<file path="src/rtl/soc_uart_pkg.sv">
// soc_uart_pkg: shared definitions for the SoC UART receive path.
//   - rx_state_e        : receiver FSM states
//   - UART_RX_*         : register byte offsets on the peripheral bus
//   - STAT_*            : bit positions inside the STATUS register
//   - even_parity()     : parity bit that makes the total number of ones even
package soc_uart_pkg;

  typedef enum logic [2:0] {
    ST_IDLE,
    ST_START,
    ST_DATA,
    ST_PARITY,
    ST_STOP
  } rx_state_e;

  localparam logic [7:0] UART_RX_DATA   = 8'h00;
  localparam logic [7:0] UART_RX_STATUS = 8'h04;
  localparam logic [7:0] UART_RX_CTRL   = 8'h08;

  localparam int STAT_NOT_EMPTY = 0;
  localparam int STAT_OVERRUN   = 1;
  localparam int STAT_FRAMING   = 2;
  localparam int STAT_FULL      = 3;
  localparam int STAT_PARITY    = 4;
  localparam int STAT_COUNT_LSB = 8;

  function automatic logic even_parity(input logic [7:0] b);
    return ^b;
  endfunction

endpackage

</file>
<file path="src/rtl/soc_fifo.sv">
// soc_fifo: synchronous first-word-fall-through FIFO.
//   clk, rst      : clock, synchronous active-high reset (empties the FIFO)
//   push, wr_data : write request and data; ignored when full unless a pop
//                   is accepted in the same cycle
//   pop           : read request; ignored when empty
//   rd_data       : current head entry (valid while !empty)
//   full, empty   : occupancy flags
//   count         : number of stored entries, 0..DEPTH
module soc_fifo #(
  parameter int WIDTH = 8,
  parameter int DEPTH = 16
) (
  input  logic                     clk,
  input  logic                     rst,
  input  logic                     push,
  input  logic [WIDTH-1:0]         wr_data,
  input  logic                     pop,
  output logic [WIDTH-1:0]         rd_data,
  output logic                     full,
  output logic                     empty,
  output logic [$clog2(DEPTH):0]   count
);

  localparam int AW = $clog2(DEPTH);
  localparam int NW = AW + 1;

  logic [WIDTH-1:0] mem [DEPTH];
  logic [AW-1:0]    wr_ptr_reg;
  logic [AW-1:0]    rd_ptr_reg;
  logic [NW-1:0]    count_reg;
  logic             push_ok;
  logic             pop_ok;

  assign empty   = (count_reg == '0);
  assign full    = (count_reg == NW'(DEPTH));
  assign pop_ok  = pop & ~empty;
  // A full FIFO still accepts a push when the head leaves in the same cycle.
  assign push_ok = push & (~full | pop_ok);

  always_ff @(posedge clk) begin
    if (push_ok) begin
      mem[wr_ptr_reg] <= wr_data;
    end
  end

  // Head is read asynchronously so a bus read can return it in one cycle.
  assign rd_data = mem[rd_ptr_reg];
  assign count   = count_reg;

  always_ff @(posedge clk) begin
    if (rst) begin
      wr_ptr_reg <= '0;
      rd_ptr_reg <= '0;
      count_reg  <= '0;
    end else begin
      if (push_ok) wr_ptr_reg <= wr_ptr_reg + 1'b1;
      if (pop_ok)  rd_ptr_reg <= rd_ptr_reg + 1'b1;
      case ({push_ok, pop_ok})
        2'b10:   count_reg <= count_reg + 1'b1;
        2'b01:   count_reg <= count_reg - 1'b1;
        default: count_reg <= count_reg;
      endcase
    end
  end

endmodule

</file>
<file path="src/rtl/soc_uart_rx.sv">
// soc_uart_rx: UART receiver (8N1, or 8E1 when SOC_UART_RX_PARITY_EN is
// defined) with a receive FIFO, as a peripheral-bus responder.
//   clk, rst        : clock, synchronous active-high reset
//   rxd             : asynchronous serial input, idle high
//   ce/we/oe        : bus chip enable, write strobe, output enable
//   offset, data_in : register offset and write data
//   data_out, rdy   : read data (zero unless rdy) and access-complete pulse
//   irq             : level interrupt, CTRL.ie & (data or error pending)
// Registers: 0x00 DATA (read pops), 0x04 STATUS (W1C error bits), 0x08 CTRL.
module soc_uart_rx
  import soc_uart_pkg::*;
#(
  parameter int CLK_DIV    = 16,
  parameter int FIFO_DEPTH = 16
) (
  input  logic        clk,
  input  logic        rst,
  input  logic        rxd,
  input  logic        ce,
  input  logic        we,
  input  logic        oe,
  input  logic [7:0]  offset,
  input  logic [7:0]  data_in,
  output logic [31:0] data_out,
  output logic        rdy,
  output logic        irq
);

  localparam int CW = $clog2(CLK_DIV);
  localparam int NW = $clog2(FIFO_DEPTH) + 1;
  localparam logic [CW-1:0] HALF_LAST = CW'(CLK_DIV / 2 - 1);
  localparam logic [CW-1:0] BIT_LAST  = CW'(CLK_DIV - 1);

  // ---------------- input synchroniser ----------------
  logic       rxd_meta_reg, rxd_sync_reg;
  logic [1:0] fill_reg;
  logic       armed_reg;

  // The sync stages reset high, so their first two outputs are not real
  // line samples; fill_reg marks when rxd_sync_reg holds genuine data.
  // armed_reg then requires a real high before any start bit is accepted,
  // so a line held low across reset is not mistaken for a frame.
  always_ff @(posedge clk) begin
    if (rst) begin
      rxd_meta_reg <= 1'b1;
      rxd_sync_reg <= 1'b1;
      fill_reg     <= 2'b00;
      armed_reg    <= 1'b0;
    end else begin
      rxd_meta_reg <= rxd;
      rxd_sync_reg <= rxd_meta_reg;
      fill_reg     <= {fill_reg[0], 1'b1};
      if (fill_reg[1] && rxd_sync_reg) armed_reg <= 1'b1;
    end
  end

  // ---------------- receive FSM ----------------
  rx_state_e     state_reg, state_next;
  logic [CW-1:0] cnt_reg, cnt_next;
  logic [2:0]    bit_reg, bit_next;
  logic [7:0]    shift_reg, shift_next;
  logic          brk_reg, brk_next;        // waiting for line high after a bad stop bit
  logic          par_bad_reg, par_bad_next;
  logic          push_req, set_fe, set_pe;

  always_ff @(posedge clk) begin
    if (rst) begin
      state_reg   <= ST_IDLE;
      cnt_reg     <= '0;
      bit_reg     <= '0;
      shift_reg   <= '0;
      brk_reg     <= 1'b0;
      par_bad_reg <= 1'b0;
    end else begin
      state_reg   <= state_next;
      cnt_reg     <= cnt_next;
      bit_reg     <= bit_next;
      shift_reg   <= shift_next;
      brk_reg     <= brk_next;
      par_bad_reg <= par_bad_next;
    end
  end

  // IDLE is only entered with the line high, so a low level there is a
  // falling edge.
  always_comb begin
    state_next   = state_reg;
    cnt_next     = cnt_reg;
    bit_next     = bit_reg;
    shift_next   = shift_reg;
    brk_next     = brk_reg;
    par_bad_next = par_bad_reg;
    push_req     = 1'b0;
    set_fe       = 1'b0;
    set_pe       = 1'b0;
    case (state_reg)
      ST_IDLE: begin
        if (armed_reg && !rxd_sync_reg) begin
          state_next = ST_START;
          cnt_next   = '0;
        end
      end
      ST_START: begin
        if (cnt_reg == HALF_LAST) begin
          cnt_next = '0;
          if (rxd_sync_reg) begin
            state_next = ST_IDLE;
          end else begin
            state_next   = ST_DATA;
            bit_next     = '0;
            par_bad_next = 1'b0;
          end
        end else begin
          cnt_next = cnt_reg + 1'b1;
        end
      end
      ST_DATA: begin
        if (cnt_reg == BIT_LAST) begin
          cnt_next   = '0;
          shift_next = {rxd_sync_reg, shift_reg[7:1]};
          bit_next   = bit_reg + 3'd1;
          if (bit_reg == 3'd7) begin
`ifdef SOC_UART_RX_PARITY_EN
            state_next = ST_PARITY;
`else
            state_next = ST_STOP;
`endif
          end
        end else begin
          cnt_next = cnt_reg + 1'b1;
        end
      end
`ifdef SOC_UART_RX_PARITY_EN
      ST_PARITY: begin
        if (cnt_reg == BIT_LAST) begin
          cnt_next   = '0;
          state_next = ST_STOP;
          if (rxd_sync_reg != even_parity(shift_reg)) begin
            set_pe       = 1'b1;
            par_bad_next = 1'b1;
          end
        end else begin
          cnt_next = cnt_reg + 1'b1;
        end
      end
`endif
      ST_STOP: begin
        if (brk_reg) begin
          if (rxd_sync_reg) begin
            brk_next   = 1'b0;
            state_next = ST_IDLE;
          end
        end else if (cnt_reg == BIT_LAST) begin
          cnt_next = '0;
          if (rxd_sync_reg) begin
            push_req   = ~par_bad_reg;
            state_next = ST_IDLE;
          end else begin
            set_fe   = 1'b1;
            brk_next = 1'b1;
          end
        end else begin
          cnt_next = cnt_reg + 1'b1;
        end
      end
      default: state_next = ST_IDLE;
    endcase
  end

  // ---------------- FIFO ----------------
  logic [7:0]    fifo_head;
  logic          fifo_full, fifo_empty;
  logic [NW-1:0] fifo_count;
  logic          pop_req;

  soc_fifo #(.WIDTH(8), .DEPTH(FIFO_DEPTH)) u_fifo (
    .clk     (clk),
    .rst     (rst),
    .push    (push_req),
    .wr_data (shift_reg),
    .pop     (pop_req),
    .rd_data (fifo_head),
    .full    (fifo_full),
    .empty   (fifo_empty),
    .count   (fifo_count)
  );

  // ---------------- bus and registers ----------------
  logic        rdy_reg, irq_reg;
  logic [31:0] data_out_reg;
  logic        ovr_reg, fe_reg, pe_reg, ie_reg;
  logic        access, rd_access, wr_access, clr_status, set_ovr;
  logic [31:0] status_word, rd_value;
  logic        unused_data_in;

  // An access is taken in the cycle before rdy, so ce held high yields one
  // completion every second cycle.
  assign access     = ce & ~rdy_reg;
  assign rd_access  = access & oe;
  assign wr_access  = access & we;
  assign pop_req    = rd_access & (offset == UART_RX_DATA);
  assign clr_status = wr_access & (offset == UART_RX_STATUS);
  // A push into a full FIFO survives if the head is popped in the same cycle.
  assign set_ovr    = push_req & fifo_full & ~(pop_req & ~fifo_empty);
  assign unused_data_in = ^{data_in[7:5], data_in[3]};

  always_comb begin
    status_word = '0;
    status_word[STAT_NOT_EMPTY] = ~fifo_empty;
    status_word[STAT_OVERRUN]   = ovr_reg;
    status_word[STAT_FRAMING]   = fe_reg;
    status_word[STAT_FULL]      = fifo_full;
    status_word[STAT_PARITY]    = pe_reg;
    status_word[STAT_COUNT_LSB +: 8] = 8'(fifo_count);
  end

  always_comb begin
    rd_value = '0;
    case (offset)
      UART_RX_DATA:   rd_value = fifo_empty ? 32'h0 : {24'h0, fifo_head};
      UART_RX_STATUS: rd_value = status_word;
      UART_RX_CTRL:   rd_value = {31'h0, ie_reg};
      default:        rd_value = '0;
    endcase
  end

  always_ff @(posedge clk) begin
    if (rst) begin
      rdy_reg      <= 1'b0;
      data_out_reg <= '0;
      ovr_reg      <= 1'b0;
      fe_reg       <= 1'b0;
      pe_reg       <= 1'b0;
      ie_reg       <= 1'b0;
      irq_reg      <= 1'b0;
    end else begin
      rdy_reg      <= access;
      data_out_reg <= rd_access ? rd_value : 32'h0;
      // A new error event wins over a simultaneous write-1-to-clear.
      ovr_reg <= set_ovr | (ovr_reg & ~(clr_status & data_in[STAT_OVERRUN]));
      fe_reg  <= set_fe  | (fe_reg  & ~(clr_status & data_in[STAT_FRAMING]));
      pe_reg  <= set_pe  | (pe_reg  & ~(clr_status & data_in[STAT_PARITY]));
      if (wr_access && offset == UART_RX_CTRL) ie_reg <= data_in[0];
      irq_reg <= ie_reg & (~fifo_empty | ovr_reg | fe_reg | pe_reg);
    end
  end

  assign rdy      = rdy_reg;
  assign data_out = data_out_reg;
  assign irq      = irq_reg;

endmodule

</file>
<file path="config.mk">
export PLATFORM = sky130hd
export DESIGN_NAME = soc_uart_rx
export DESIGN_NICKNAME = d
export VERILOG_FILES = /design/src/rtl/soc_uart_pkg.sv /design/src/rtl/soc_fifo.sv /design/src/rtl/soc_uart_rx.sv
export SDC_FILE = /design/constraint.sdc
export NUM_CORES = 1
export LEC_CHECK = 0
export CAP_MARGIN = 20
export CORE_UTILIZATION = 45
export DETAILED_ROUTE_END_ITERATION = 6
export PLACE_DENSITY = 0.6
export SLEW_MARGIN = 20
export SYNTH_ARGS = -nofsm -noshare
export SYNTH_HDL_FRONTEND = slang
export SYNTH_SLANG_ARGS = --single-unit
</file>
<file path="constraint.sdc">
create_clock -name clk -period 6.24 [get_ports clk]
set_input_delay 0.936 -clock clk [delete_from_list [all_inputs] [get_ports clk]]
set_output_delay 0.936 -clock clk [all_outputs]
set_load 0.05 [all_outputs]
</file>
# --- Word-level counts from Yosys, hierarchy flattened ---
# Memories as Yosys holds them, arrays and structs flattened. A register that Yosys moved wholly into a read port is not among the register bits.
# Cells that the tools add are included.
op_classes:
  muxes: 35
  n_eq_ne: 18
  n_addsub: 6
  bitwise_logic: 30
  reduce_logical: 15
op_table:
  columns: ["cell", "count"]
  rows:
  - ["$pmux 13 s3", 1]
  - ["$mux 3", 10]
  - ["$mux 4", 6]
  - ["$and 1x1->1", 16]
  - ["$pmux 4 s4", 1]
  - ["$add 4x1->4 const B", 3]
  - ["$mux 1", 12]
  - ["$ne 2x2->1 const B", 6]
  - ["$pmux 3 s4", 1]
  - ["$pmux 5 s2", 1]
  - ["$eq 8x3->1 const B", 1]
  - ["$eq 8x4->1 const B", 1]
  - ["$logic_not 8->1", 1]
  - ["$mux 8", 1]
  - ["$not 1->1", 8]
  - ["$eq 3x3->1 const B", 2]
  - ["$or 1x1->1", 6]
  - ["$pmux 3 s2", 1]
  - ["$add 5x1->5 const B", 1]
  - ["$eq 5x5->1 const B", 1]
  - ["$logic_not 5->1", 1]
  - ["$reduce_and 5->1", 1]
  - ["$sub 5x1->5 const B", 1]
  - ["$eq 4x3->1 const B", 1]
  - ["other kinds (17)", 20]
word_totals:
  mem_count: 1
  out_inout_bits: 34
  input_bits: 22
  word_cells: 125
  register_bits: 75
  ram_bits: 128
memory_table:
  columns: ["memory", "words", "word_bits", "read_ports", "rd_clocked_by_memory_dff", "wr", "line", "source"]
  rows:
  - ["u_fifo.mem", 16, 8, 1, 1, 1, "soc_fifo.sv:27", "logic [WIDTH-1:0] mem [DEPTH];"]

# --- Depth between registers and ports, before layout ---
depth:
  word_depth: 9
  ltp_mapped: 10
  ltp_nobuf: 9

# --- Hierarchy ---
# A second synthesis with hierarchy kept.
hier_totals:
  hier_cells: 547
  hier_area_um2: 7872.6
modules_own_cells:
  columns: ["module", "area_each_um2", "instances", "seq_area_each_um2", "cells_per_inst"]
  rows:
  - ["soc_fifo", 5854.4, 1, 4184.0, 322]
  - ["soc_uart_rx", 2018.2, 1, 860.8, 225]

# --- Worst setup path before layout ---
# OpenSTA, ideal clock, no wires.
synth_path:
  path_type: "input to register"
  from: "input offset[0]"
  to: "memory u_fifo.mem[0][0], enable pin"
  slack_ns: 3.240
  setup_time_ns: 0.383
  arrival_ns: 2.616
  path_stages: 5
  t_required_ns: 5.857
  path_buffers: 0
  cell_sequence: "nor4_2 nand4_2 a21oi_2 nand2_1 nor3_1"
synth_between:
  elab_chain_len: 7
synth_rtl:
  columns: ["item", "line", "source"]
  rows:
  - ["from (decl)", "soc_uart_rx.sv:22", "input logic [7:0] offset,"]
  - ["$logic_not 8->1", "soc_uart_rx.sv:201", "assign pop_req = rd_access & (offset == UART_RX_DATA);"]
  - ["$and 1x1->1", "soc_uart_rx.sv:201", null]
  - ["$and 1x1->1", "soc_fifo.sv:36", "assign pop_ok = pop & ~empty;"]
  - ["$or 1x1->1", "soc_fifo.sv:38", "assign push_ok = push & (~full | pop_ok);"]
  - ["$and 1x1->1", "soc_fifo.sv:38", null]
  - ["$mux 1", "soc_fifo.sv:41", "if (push_ok) begin"]
  - ["$mux 1 (implied by the code)", "soc_fifo.sv:42", "mem[wr_ptr_reg] <= wr_data;"]
  - ["to (decl)", "soc_fifo.sv:27", null]
# Every way passes these cells.

# --- Worst setup path after layout ---
layout_path:
  from: "input offset[0]"
  to: "memory u_fifo.mem[2][1], enable pin"
# The elaborated chain is that of the path after synthesis.

==> flow_metrics.tcl <==
set metrics [dict create \
    outcome "finished clean" \
    start_util 0.464 \
    cts_root_buffer "clkbuf_16" \
    cts.clk_slew.worst_paths_ns 0.06 \
    synthTopCellsByArea "edfxtp_1, dfxtp_1, mux4_2" \
    fin_crit_sh 0.559 \
    rows 47 \
    power_mw 2.53 \
    required_ns 6.29 \
    clock-skew-final_ns 0.00811 \
    num_antenna_cells 0 \
    grtUsageTotal 0.180 \
    cts_resized 0 \
    cp_slowest_cell "nor3_2" \
    synth-edff-count 128 \
    grt_pass1_vias 4360 \
    clock_sinks 188 \
    io_pins 56 \
    place_ws_ns 2.32 \
    yosysSeqAreaShare 0.651 \
    p_seq_frac 0.527 \
    num_vias 4325 \
    largest_register_ffs 128 \
    placed_area_um2 8190 \
    p_leak_nw 2.88 \
    coreArea_um2 16700 \
    fin_nets 584 \
    fin_area_um2 8780 \
    cp_max_fo 8 \
    p_clk_frac 0.424 \
    tns_ns 0 \
    swShare 0.224 \
    dp_cells 754 \
    clk_path_buf_depth 2 \
    grt_max_degree 45 \
    ys_types 56 \
    wl_um 14700 \
    period_needed_ns 3.49 \
    drc 0 \
    final_max_slew_viol_count 0 \
    cp_slowest_stage_delay_ns 0.76 \
    htreeDepth 4 \
    switching_power_uw 567 \
    internal_power_mw 1.96 \
    criticalPathCategory "in -> reg" \
    fp.dieH_um 133 \
    hold_violations 0 \
    maxSlewHeadroom 0.352 \
    post_cts_buffers 0 \
    synthCells 525 \
    cp_num_buf_inv 1 \
    grt.overflow.total 0 \
    cp_cell_sequence "clkdlybuf4s50_1, nor4_2, nand4_2, a21oi_2, nand2_1, nor3_2" \
    drive_gt1_frac 0.168 \
    rsz0062_at_grt "false" \
    initialDrtViolationCount 362 \
    n_fill_cell 1357 \
    grt_pass1_wl_um 23700 \
    cts_tree "yes" \
    vdd_drop_max_uv 195 \
    syn_area_per_cell_um2 14.8 \
    cts_buffers 17 \
    hold_buffers 0 \
    setup_viol 0 \
    port_buffers 32 \
    cp_top_family "simple AND/OR/NAND/NOR gates" \
    syn-cell-area_um2 7750 \
    antenna_found_initial 0 \
    area_delta_synth_final_pct 13.2 \
    synth_flop_cell "edfxtp_1" \
    dieArea_um2 17800 \
    ys_async_sr_fraction 0 \
    combPwrFrac 0.049 \
    first_pass_iters 5 \
    synth_top_area_share 0.496 \
    fp.dieW_um 133 \
    fmax_ghz 0.287 \
    yosysWarnings 0 \
    insertion_delay_ns 0.43 \
    post-dp-hpwl_um 9580 \
    cp.arrival_ns 3.54 \
    cp-start-kind "input pin" \
    place_congestion 0.808 \
    tightest_slew_ns 0.967 \
    routedWlPerCell_um 18.8 \
    yosys.area.top_type "edfxtp_1" \
    setup_ws_ns 2.75 \
    powerDensity_nw_per_um2 288 \
    final_antenna_net_count 0 \
    crit_path_end_kind "flip-flop" \
    vias_per_cell 5.50 \
    ys_ff_latch 188 \
    maxCapViolCount 0 \
    min_path_type "reg -> reg" \
    final_cell_count_no_fill 786 \
    regToRegSetupSlack_ns 3.36 \
]
path summary, 6_finish.rpt:
check / cells past startpoint / startpoint / to
max: 6 / offset[0] / u_fifo.mem[2][1]
min: 1 / rxd_meta_reg / rxd_sync_reg
max reg2reg: 6 / cnt_reg[0] / u_fifo.mem[2][1]
min reg2reg: 1 / rxd_meta_reg / rxd_sync_reg
power groups by stage:
stage | Sequential, mW | Clock, mW | Combinational [mW]
global route | 1.33 | 1.14 | 0.135
finish | 1.33 | 1.07 | 0.125
floorplan | 1.36 | 0 | 0.112
global placement | 1.36 | 0 | 0.121
CTS | 1.33 | 1.09 | 0.125
detailed placement | 1.36 | 0 | 0.124
synthesized netlist by cell type, drive strengths merged, types with 5 or more instances:
cell type,n
ha,9
clkbuf,13
nand2,34
nand3,16
mux2i,6
nor2,42
mux4,39
buf,32
nand4,6
a211oi,5
o211ai,5
nand2b,6
xnor2,6
and2,7
a21oi,24
dfxtp,60
o21ai,10
nor3,10
nor2b,8
inv,10
edfxtp,128
per-stage QoR:
step           hold slack (ns)  utilization
2_1_floorplan            0.389            -
3_3_place_gp             0.396        0.491
3_5_place_dp             0.396        0.491
4_1_cts                  0.413        0.526
5_1_grt                  0.438        0.526
6_report                 0.409        0.526
cells in the final DEF, fill, tap and decap left out, drive strengths merged, types with 8 or more instances in the layout:
cell / count
nand3: 16
nor2b: 8
conb: 19
nor3: 10
inv: 15
o21ai: 10
a21oi: 24
clkbuf: 18
dfxtp: 60
ha: 9
edfxtp: 128
nor2: 42
nand2: 34
clkdlybuf4s50: 32
mux4: 39
per-layer routing:
metal | track usage | up-vias | part of all wire
met5 | 0 | - | 0
met4 | 0.0587 | 0 | 0.012
met3 | 0.0430 | 14 | 0.044
met2 | 0.282 | 108 | 0.48
met1 | 0.249 | 2196 | 0.46
li1 | - | 2007 | -
logic make-up (layout without fill, tap and decap cells):
kind of cell             Yosys count  after routing  share of synthesized area
other                              1             19                   0.000484
adder cells (fa/ha/maj)            9              9                     0.0145
buffers and inverters             55             78                     0.0399
AND/OR/NAND/NOR                  155            155                      0.108
flip-flops                       188            188                      0.651
AO/OA/AOI/OAI                     61             61                     0.0526
XOR/XNOR                           9              9                     0.0102
multiplexers                      47             47                      0.124
layout make-up:
cell class,instances,area [µm²],share of cell area
sequential,188,5050,0.575
multi-input combinational,300,2480,0.283
clock buffer,18,429,0.0489
timing repair buffer,36,350,0.0399
tap,220,275,0.0313
clock inverter,14,159,0.0181
inverter,10,37.5,0.00427
No activity file was read; power rests on OpenSTA's default activity.
